[config.mk]
export PLATFORM = sky130hd
export DESIGN_NAME = writeback_arbiter
export DESIGN_NICKNAME = d
export VERILOG_FILES = /design/src/rtl/writeback_arbiter.sv
export SDC_FILE = /design/constraint.sdc
export NUM_CORES = 1
export LEC_CHECK = 0
export CAP_MARGIN = 0
export CORE_ASPECT_RATIO = 1.4
export CORE_UTILIZATION = 30
export CTS_CLUSTER_SIZE = 40
export DETAILED_ROUTE_END_ITERATION = 8
export DONT_BUFFER_PORTS = 1
export SETUP_SLACK_MARGIN = 0.2
export SKIP_CTS_REPAIR_TIMING = 1
export SKIP_LAST_GASP = 1
export SYNTH_ARGS = -nofsm -noshare
export SYNTH_HDL_FRONTEND = slang
export SYNTH_SLANG_ARGS = --single-unit
[constraint.sdc]
create_clock -name clk -period 3.5 [get_ports clk]
set_input_delay 0.175 -clock clk [delete_from_list [all_inputs] [get_ports clk]]
set_output_delay 0.175 -clock clk [all_outputs]
set_load 0.005 [all_outputs]
[src/rtl/writeback_arbiter.sv]
// writeback_arbiter
//
// Write-back stage feeding the register file's single write port. Single-cycle
// ALU results always win the port; load results are buffered in a small
// circular FIFO and drained whenever no ALU write occupies the cycle. The
// ALU result is the newer write, so an ALU write kills any queued load to the
// same destination.
//
// Ports:
//   clk, rst                 clock, asynchronous active-high reset
//   alu_valid/alu_rd/alu_data  ALU result, no backpressure
//   mem_valid/mem_rd/mem_data  load result offer; accepted when mem_ready
//   mem_ready                FIFO can accept (low in reset and when full)
//   write_address/_data/_enable  registered write-port triple
//   pending_mask             destinations queued (live) or staged; bit 0 is 0

module writeback_arbiter #(
    parameter int DEPTH = 4
) (
    input  logic        clk,
    input  logic        rst,
    input  logic        alu_valid,
    input  logic [4:0]  alu_rd,
    input  logic [31:0] alu_data,
    input  logic        mem_valid,
    output logic        mem_ready,
    input  logic [4:0]  mem_rd,
    input  logic [31:0] mem_data,
    output logic [4:0]  write_address,
    output logic [31:0] write_data,
    output logic        write_enable,
    output logic [31:0] pending_mask
);

    localparam int PTR_W = $clog2(DEPTH);
    localparam int CNT_W = $clog2(DEPTH) + 1;

    logic [4:0]       fifo_rd_q   [DEPTH];
    logic [31:0]      fifo_data_q [DEPTH];
    logic [DEPTH-1:0] live_q;
    logic [PTR_W-1:0] rd_ptr_q;
    logic [PTR_W-1:0] wr_ptr_q;
    logic [CNT_W-1:0] count_q;
    logic [CNT_W-1:0] count_d;

    logic [4:0]  write_address_q, write_address_d;
    logic [31:0] write_data_q,    write_data_d;
    logic        write_enable_q,  write_enable_d;

    logic full, empty, alu_eff, push, pop, push_live;

    assign full      = (count_q == CNT_W'(DEPTH));
    assign empty     = (count_q == '0);
    assign mem_ready = !rst && !full;
    assign alu_eff   = alu_valid && (alu_rd != 5'd0);
    assign push      = mem_valid && mem_ready;
    // Pop decision uses pre-edge occupancy, so a load pushed into an empty
    // FIFO cannot be popped on the same edge.
    assign pop       = !alu_eff && !empty;
    // A load to x0, or one overtaken by a same-cycle ALU write, is queued dead.
    assign push_live = (mem_rd != 5'd0) && !(alu_eff && (alu_rd == mem_rd));

    always_comb begin
        write_address_d = write_address_q;
        write_data_d    = write_data_q;
        write_enable_d  = 1'b0;
        count_d         = count_q;
        if (alu_eff) begin
            write_address_d = alu_rd;
            write_data_d    = alu_data;
            write_enable_d  = 1'b1;
        end else if (pop) begin
            // Dead entries still load address/data but do not enable the write.
            write_address_d = fifo_rd_q[rd_ptr_q];
            write_data_d    = fifo_data_q[rd_ptr_q];
            write_enable_d  = live_q[rd_ptr_q];
        end
        case ({push, pop})
            2'b10:   count_d = count_q + 1'b1;
            2'b01:   count_d = count_q - 1'b1;
            default: count_d = count_q;
        endcase
    end

    // Control state and the staged write: cleared by reset so nothing partial
    // is ever emitted after a mid-operation reset.
    always_ff @(posedge clk or posedge rst) begin
        if (rst) begin
            live_q          <= '0;
            rd_ptr_q        <= '0;
            wr_ptr_q        <= '0;
            count_q         <= '0;
            write_address_q <= '0;
            write_data_q    <= '0;
            write_enable_q  <= 1'b0;
        end else begin
            for (int i = 0; i < DEPTH; i++) begin
                if (alu_eff && (fifo_rd_q[i] == alu_rd)) begin
                    live_q[i] <= 1'b0;
                end
            end
            // Clearing live on pop keeps pending_mask a plain OR over live bits.
            if (pop) begin
                live_q[rd_ptr_q] <= 1'b0;
                rd_ptr_q         <= rd_ptr_q + 1'b1;
            end
            if (push) begin
                live_q[wr_ptr_q] <= push_live;
                wr_ptr_q         <= wr_ptr_q + 1'b1;
            end
            count_q         <= count_d;
            write_address_q <= write_address_d;
            write_data_q    <= write_data_d;
            write_enable_q  <= write_enable_d;
        end
    end

    // Payload storage needs no reset: an entry is only observed while live
    // or once popped after being written.
    always_ff @(posedge clk) begin
        if (push) begin
            fifo_rd_q[wr_ptr_q]   <= mem_rd;
            fifo_data_q[wr_ptr_q] <= mem_data;
        end
    end

    always_comb begin
        pending_mask = '0;
        for (int i = 0; i < DEPTH; i++) begin
            if (live_q[i]) begin
                pending_mask[fifo_rd_q[i]] = 1'b1;
            end
        end
        if (write_enable_q) begin
            pending_mask[write_address_q] = 1'b1;
        end
        pending_mask[0] = 1'b0;
    end

    assign write_address = write_address_q;
    assign write_data    = write_data_q;
    assign write_enable  = write_enable_q;

endmodule

==> summary.md, run 1 <==
| Metric | Value |
|---|---|
| Clock power frac | `26.7%` |
| IO Pins | `149` |
| GR Overflow Total | `0` |
| Antenna Cells | `0` |
| Worst-Margin Slew | `0.870 ns` |
| Core Util, Final | `36.2%` |
| Internal | `5.08 mW` |
| Average vias per placed instance | `5.27` |
| Synth Net Count | `797` |
| Slew headroom | `42.0%` |
| Die height | `213 um` |
| Seq pwr share | `45.2%` |
| Tcrit/Tclk final | `72.6%` |
| Layout cell share with drive strength beyond 1 | `14.2%` |
| Num CTS Buffers | `17` |
| Clock Tree Root | `clkbuf_16` |
| Final min period | `2.54 ns` |
| CP max stage delay | `0.55 ns` |
| Total power | `7.55 mW` |
| # DRC | `9` |
| Clock Latency Late Sink | `0.45 ns` |
| Yosys reg bits | `197` |
| Clk_skew | `0.0119 ns` |
| Die width | `153 um` |
| # H-tree levels | `4` |
| Asr flop ratio synth | `24.9%` |
| Synth warnings | `0` |
| Worst setup EP type | `flop` |
| Initial antenna violation count | `0` |
| Drt pass-1 iters | `7` |
| Worst path cell trace | `or3_2 > buf_4 > mux2_2 > a22o_1 > dlygate4sd3_1` |
| CP Max Fanout | `42` |
| Max Clk Rate | `394 MHz` |
| DP Worst Slack | `1.26 ns` |
| Row count | `76` |
| Yosys top cell area share | `46.6%` |
| Initial DRC count | `445` |
| Startpoint types | `flop` |
| Lkg Pwr | `3.97 nW` |
| Netlist cell types | `44` |
| Final Cell Area | `0.0112 mm^2` |
| Die ar. | `0.0325 mm^2` |
| CP arrival | `2.88 ns` |
| Placer's final routability congestion estimate | `0.913` |
| PnR worst setup slack | `0.961 ns` |
| Failing checks | `DRC` |
| Cells after DPL | `1054` |
| All-Layer GR Usage | `15.6%` |
| First-pass GRT wire length | `37200 um` |
| P per Cell Area | `673 mW/mm^2` |
| Setup violators final | `0` |
| Cells after synthesis | `709` |
| Post-synth EDFFs | `148` |
| Largest net degree at the start of global routing | `83` |
| Syn_area_per_cell | `13.4 um^2` |
| Crit path required time | `3.84 ns` |
| Detailed-route wire length per cell | `21.8 um` |
| Fin Setup TNS | `0 ns` |
| Crit Path Class | `flop to flop` |
| Sw Share | `32.7%` |
| Top cells by area, synth | `edfxtp_1 (47%), dfrtp_1 (13%), mux4_2 (9.0%)` |
| HPWL Detailed | `17000 um` |
| Max Cap Viol | `0` |
| Yosys top cell by area | `edfxtp_1` |
| Routed Antenna Nets | `0` |
| Final wirelength | `25400 um` |
| CTS Sinks | `197` |
| Post-Syn Area | `0.00953 mm^2` |
| Post-DP Area | `0.00982 mm^2` |
| Clock buffer depth | `2` |
| Net Sw Power | `2.47 mW` |
| Path category of the worst min-delay check | `input pin to flop` |
| Initial core utilization | `30.8%` |
| CTS tree | `built` |
| Seq/Total Area, Yosys | `59.5%` |
| CP max stage cell | `dlygate4sd3_1` |
| Status | `finished, violations left` |
| Worst IR Drop VDD | `0.424 mV` |
| Logic pwr share | `28.0%` |
| Final hold slack | `0.0719 ns` |
| Vias in the first global route | `6100` |
| Clock Pin Slew Worst Setup and Hold Paths | `0.08 ns` |
| Area Overhead vs Synth | `17.7%` |
| Port Buffers | `0` |
| Core area | `0.0310 mm^2` |
| Ys flop type | `edfxtp_1` |
| Vias | `6134` |
| CP delay by family, top | `buffers and inverters` |
| Final Hold Viols | `0` |
| RSZ-0062 raised after global routing | `no` |
| Final Net Count | `849` |
| Non-filler cells, final | `1164` |
| Critical path buffers and inverters | `2` |
| Max-slew violation count | `0` |
[final timing paths]
kind | startpoint | to | slack [ns] | cells past startpoint
setup / recovery | count_q[2] | write_address[4] | 0.96 | 5
hold / removal | alu_rd[4] | rd_ptr_q[0] | 0.07 | 4
setup reg to reg | count_q[2] | write_address[4] | 0.96 | 5
hold reg to reg | count_q[2] | count_q[2] | 0.50 | 1
max in group asynchronous | rst | rd_ptr_q[0] | 2.39 | 3
min in group asynchronous | rst | write_data[3] | 0.16 | 2
[tightest hold or removal path, stage by stage]
cell     delay [ns]
or4_4          0.10
o21ai_4        0.06
nand2_4        0.08
xnor2_1        0.06
[cells by family after synthesis]
| group | synth area share [%] |
|---|---|
| xor gates and xnor gates | 2.76 |
| adders and majority gates | 1.39 |
| DFF | 59.5 |
| muxes | 13.3 |
| other | 0.0393 |
| AOI/OAI and AO/OA | 7.60 |
| and+or+nand+nor | 11.8 |
| buffers and inverters | 3.62 |
[synth_stat cells, drive strengths merged (2+ instances only)]
cell    count
a21oi      34
a222oi      2
a22o        2
a22oi      28
and3        9
buf        26
clkbuf     30
dfrtp      49
edfxtp    148
ha          9
inv        13
mux2        4
mux2i      36
mux4       38
nand2      35
nand3      32
nand3b     21
nor2       77
nor3        6
nor3b      20
nor4        4
o221ai     16
o22ai      16
o32ai       4
or2         4
or3b        6
xnor2      20
xor2       10
[registers in the layout, summed over array words and instances, names as in the netlist]
| register | count |
|---|---|
| rd_ptr_q | 2 |
| fifo_rd_q | 20 |
| count_q | 3 |
| write_enable | 1 |
| write_address | 5 |
| write_data | 32 |
| live_q | 4 |
| fifo_data_q | 128 |
| wr_ptr_q | 2 |
[layout make-up]
class / count / area (um^2)
clock inverter: 15 / 186
multi-input combinational: 443 / 3520
fill: 2992 / 19800
sequential: 197 / 5670
clock buffer: 17 / 425
timing repair buffer: 89 / 876
inverter: 13 / 48.8
tap: 390 / 488
[power groups by stage]
| stage | sequential [mW] | combinational, mW | clock [mW] |
|---|---|---|---|
| floorplan | 3.16 | 1.77 | 0 |
| global placement | 3.45 | 2.05 | 0 |
| global route | 3.47 | 2.34 | 2.14 |
| detailed placement | 3.47 | 2.06 | 0 |
| CTS | 3.42 | 2.06 | 2.07 |
| finish | 3.41 | 2.12 | 2.02 |
[routing by layer]
metal | share of wire, % | global-route usage [%]
met1 | 37 | 16.8
met2 | 54 | 28.7
met3 | 5.8 | 3.94
met4 | 2.5 | 6.90
met5 | 0 | 0
[cell usage in the layout (no fill, tap or decap), drive strengths merged, types with 2 or more instances in the layout]
cell         netlist  routed
and3               9       9
ha                 9       9
clkbuf            30      17
a22o               2       2
or2                4       4
nand3b            21      21
nand3             32      32
mux4              38      38
inv               13      20
edfxtp           148     148
clkinv             0       6
a222oi             2       2
dfrtp             49      49
o221ai            16      16
mux2               4       4
or3b               6       6
buf               26      11
nor3               6       6
a21oi             34      34
o32ai              4       4
nand2             35      35
nor3b             20      20
a22oi             28      28
mux2i             36      36
nor4               4       4
nor2              77      77
dlygate4sd3        0      78
xnor2             20      20
o22ai             16      16
xor2              10      10
bufinv             0       2
(Power assumes the default switching activity.)
==> run 2, diff against run 1 <==
==> constraint.sdc (replaced) <==
create_clock -name clk -period 2.6 [get_ports clk]
set_input_delay 0.13 -clock clk [delete_from_list [all_inputs] [get_ports clk]]
set_output_delay 0.13 -clock clk [all_outputs]
set_load 0.005 [all_outputs]
==> summary.md, run 2 (synthesis gave the netlist of run 1 again) <==
| Metric | Value |
|---|---|
| Worst path cell trace | `or3b_2 > nand2_1 > ha_1 > inv_1 > fa_1 > xor2_1 > nor2_1 > xor2_1` |
| Final wirelength | `25300 um` |
| Lkg Pwr | `3.92 nW` |
| Most frequent CP cell | `xor2_1` |
| CP delay by family, top | `simple AND/OR/NAND/NOR gates` |
| Tcrit/Tclk final | `84.7%` |
| Routed Antenna Nets | `0` |
| Crit path required time | `2.96 ns` |
| Final Net Count | `844` |
| Startpoint types | `flop` |
| Max Clk Rate | `454 MHz` |
| Status | `finished, violations left` |
| Max reg flops | `128` |
| CP max stage delay | `0.52 ns` |
| Most frequent cells in the layout | `edfxtp_1 (148), nor2_1 (77), dlygate4sd3_1 (76), dfrtp_1 (47), mux4_2 (38)` |
| Vias | `6175` |
| # DRC | `9` |
| Slew headroom | `29.6%` |
| Non-filler cells, final | `1159` |
| Final min period | `2.20 ns` |
| CTS tree | `built` |
| Worst IR Drop VDD | `0.771 mV` |
| Placer's final routability congestion estimate | `0.888` |
| Clock Tree Root | `clkbuf_16` |
| First-pass GRT wire length | `36900 um` |
| Die width | `153 um` |
| Drt pass-1 iters | `8` |
| Vias in the first global route | `6150` |
| Clock Pin Slew Worst Setup and Hold Paths | `0.08 ns` |
| HPWL Detailed | `16400 um` |
| Crit Path Class | `flop to flop` |
| Largest net degree at the start of global routing | `83` |
| CP Max Fanout | `6` |
| Area Overhead vs Synth | `17.2%` |
| Antenna Cells | `0` |
| Initial DRC count | `368` |
| Clk_skew | `0.0130 ns` |
| CP max stage cell | `or3b_2` |
| Port Buffers | `0` |
| Clock buffer depth | `2` |
| CTS Sinks | `197` |
| FILL cells | `3014` |
| Max-slew violation count | `0` |
| Max Cap Viol | `0` |
| Worst setup EP type | `flop` |
| Setup violators final | `0` |
| Path category of the worst min-delay check | `input pin to flop` |
| Die height | `213 um` |
| GR Overflow Total | `0` |
| # H-tree levels | `4` |
| Worst-Margin Slew | `1.05 ns` |
| Core area | `0.0310 mm^2` |
| P per Cell Area | `896 mW/mm^2` |
| Largest Register | `fifo_data_q` |
| Row count | `76` |
| All-Layer GR Usage | `15.6%` |
| CP arrival | `2.56 ns` |
| Detailed-route wire length per cell | `21.8 um` |
| Final Hold Viols | `0` |
| Num CTS Buffers | `17` |
| Commonest non-fill, non-tap cell in the layout | `edfxtp_1` |
| Cells after DPL | `1051` |
| Average vias per placed instance | `5.33` |
| RSZ-0062 raised after global routing | `no` |
| IO Pins | `149` |
| Clock Latency Late Sink | `0.45 ns` |
| Fin Setup TNS | `0 ns` |
| Initial antenna violation count | `0` |
| Initial core utilization | `30.8%` |
| Failing checks | `DRC` |
| Layout cell share with drive strength beyond 1 | `13.8%` |
| Critical path buffers and inverters | `1` |
| Die ar. | `0.0325 mm^2` |
==> run 2: final timing paths <==
path / from / to / slack, ns / cells past startpoint
worst max-delay path: count_q[0] / count_q[2] / 0.40 / 8
worst min-delay path: alu_rd[4] / rd_ptr_q[0] / 0.03 / 4
worst max register to register: count_q[0] / count_q[2] / 0.40 / 8
worst min register to register: count_q[2] / count_q[2] / 0.49 / 1
max in group asynchronous: rst / rd_ptr_q[1] / 1.57 / 3
min in group asynchronous: rst / write_data[12] / 0.12 / 2
==> run 2: report_power, final <==
| group | total (mW) | internal, mW | switching [mW] | leakage [nW] |
|---|---|---|---|---|
| clock network | 2.49 | 1.28 | 1.21 | 0.265 |
| registers | 4.60 | 3.96 | 0.643 | 1.90 |
| logic | 2.92 | 1.46 | 1.46 | 1.75 |
==> run 2: cell type report <==
class | count | area [um^2] | share of cell area (%)
Clock inverter | 13 | 115 | 1.03
Timing Repair Buffer | 84 | 883 | 7.91
Tap cell | 390 | 488 | 4.37
Inverter | 13 | 48.8 | 0.437
Multi-Input combinational cell | 443 | 3520 | 31.5
Sequential cell | 197 | 5670 | 50.8
Clock buffer | 19 | 443 | 3.97
==> run 2: per-stage QoR <==
step / power (mW) / utilization, % / instance area (um^2) / hold WS, ns / setup slack (ns)
6_report: 10.0 / 36.0 / 11200 / 0.0322 / 0.398
5_1_grt: 10.6 / 36.0 / 11200 / 0.0169 / 0.283
4_1_cts: 10.0 / 33.6 / 10400 / -0.482 / 0.398
3_5_place_dp: 7.53 / 31.8 / 9850 / 0.0265 / 0.390
3_3_place_gp: 7.48 / 31.8 / 9850 / 0.0234 / 0.405
2_1_floorplan: 6.64 / - / 9530 / 0.229 / 0.370
==> run 2: worst register-to-register path, delay by kind of cell (launching register included) <==
kind	cells	cell delay (ns)
AND/OR/NAND/NOR	3	0.78
adder cells (fa/ha/maj)	2	0.58
flip-flops	1	0.41
XOR/XNOR	2	0.31
buffers and inverters	1	0.06
==> run 2: routing by layer <==
metal | wire, um | share of wire (%) | global-route usage (%)
met2 | 13500 | 53 | 28.9
met4 | 634 | 2.5 | 6.20
met5 | 0 | 0 | 0
met3 | 1430 | 5.6 | 4.91
met1 | 9700 | 38 | 16.3
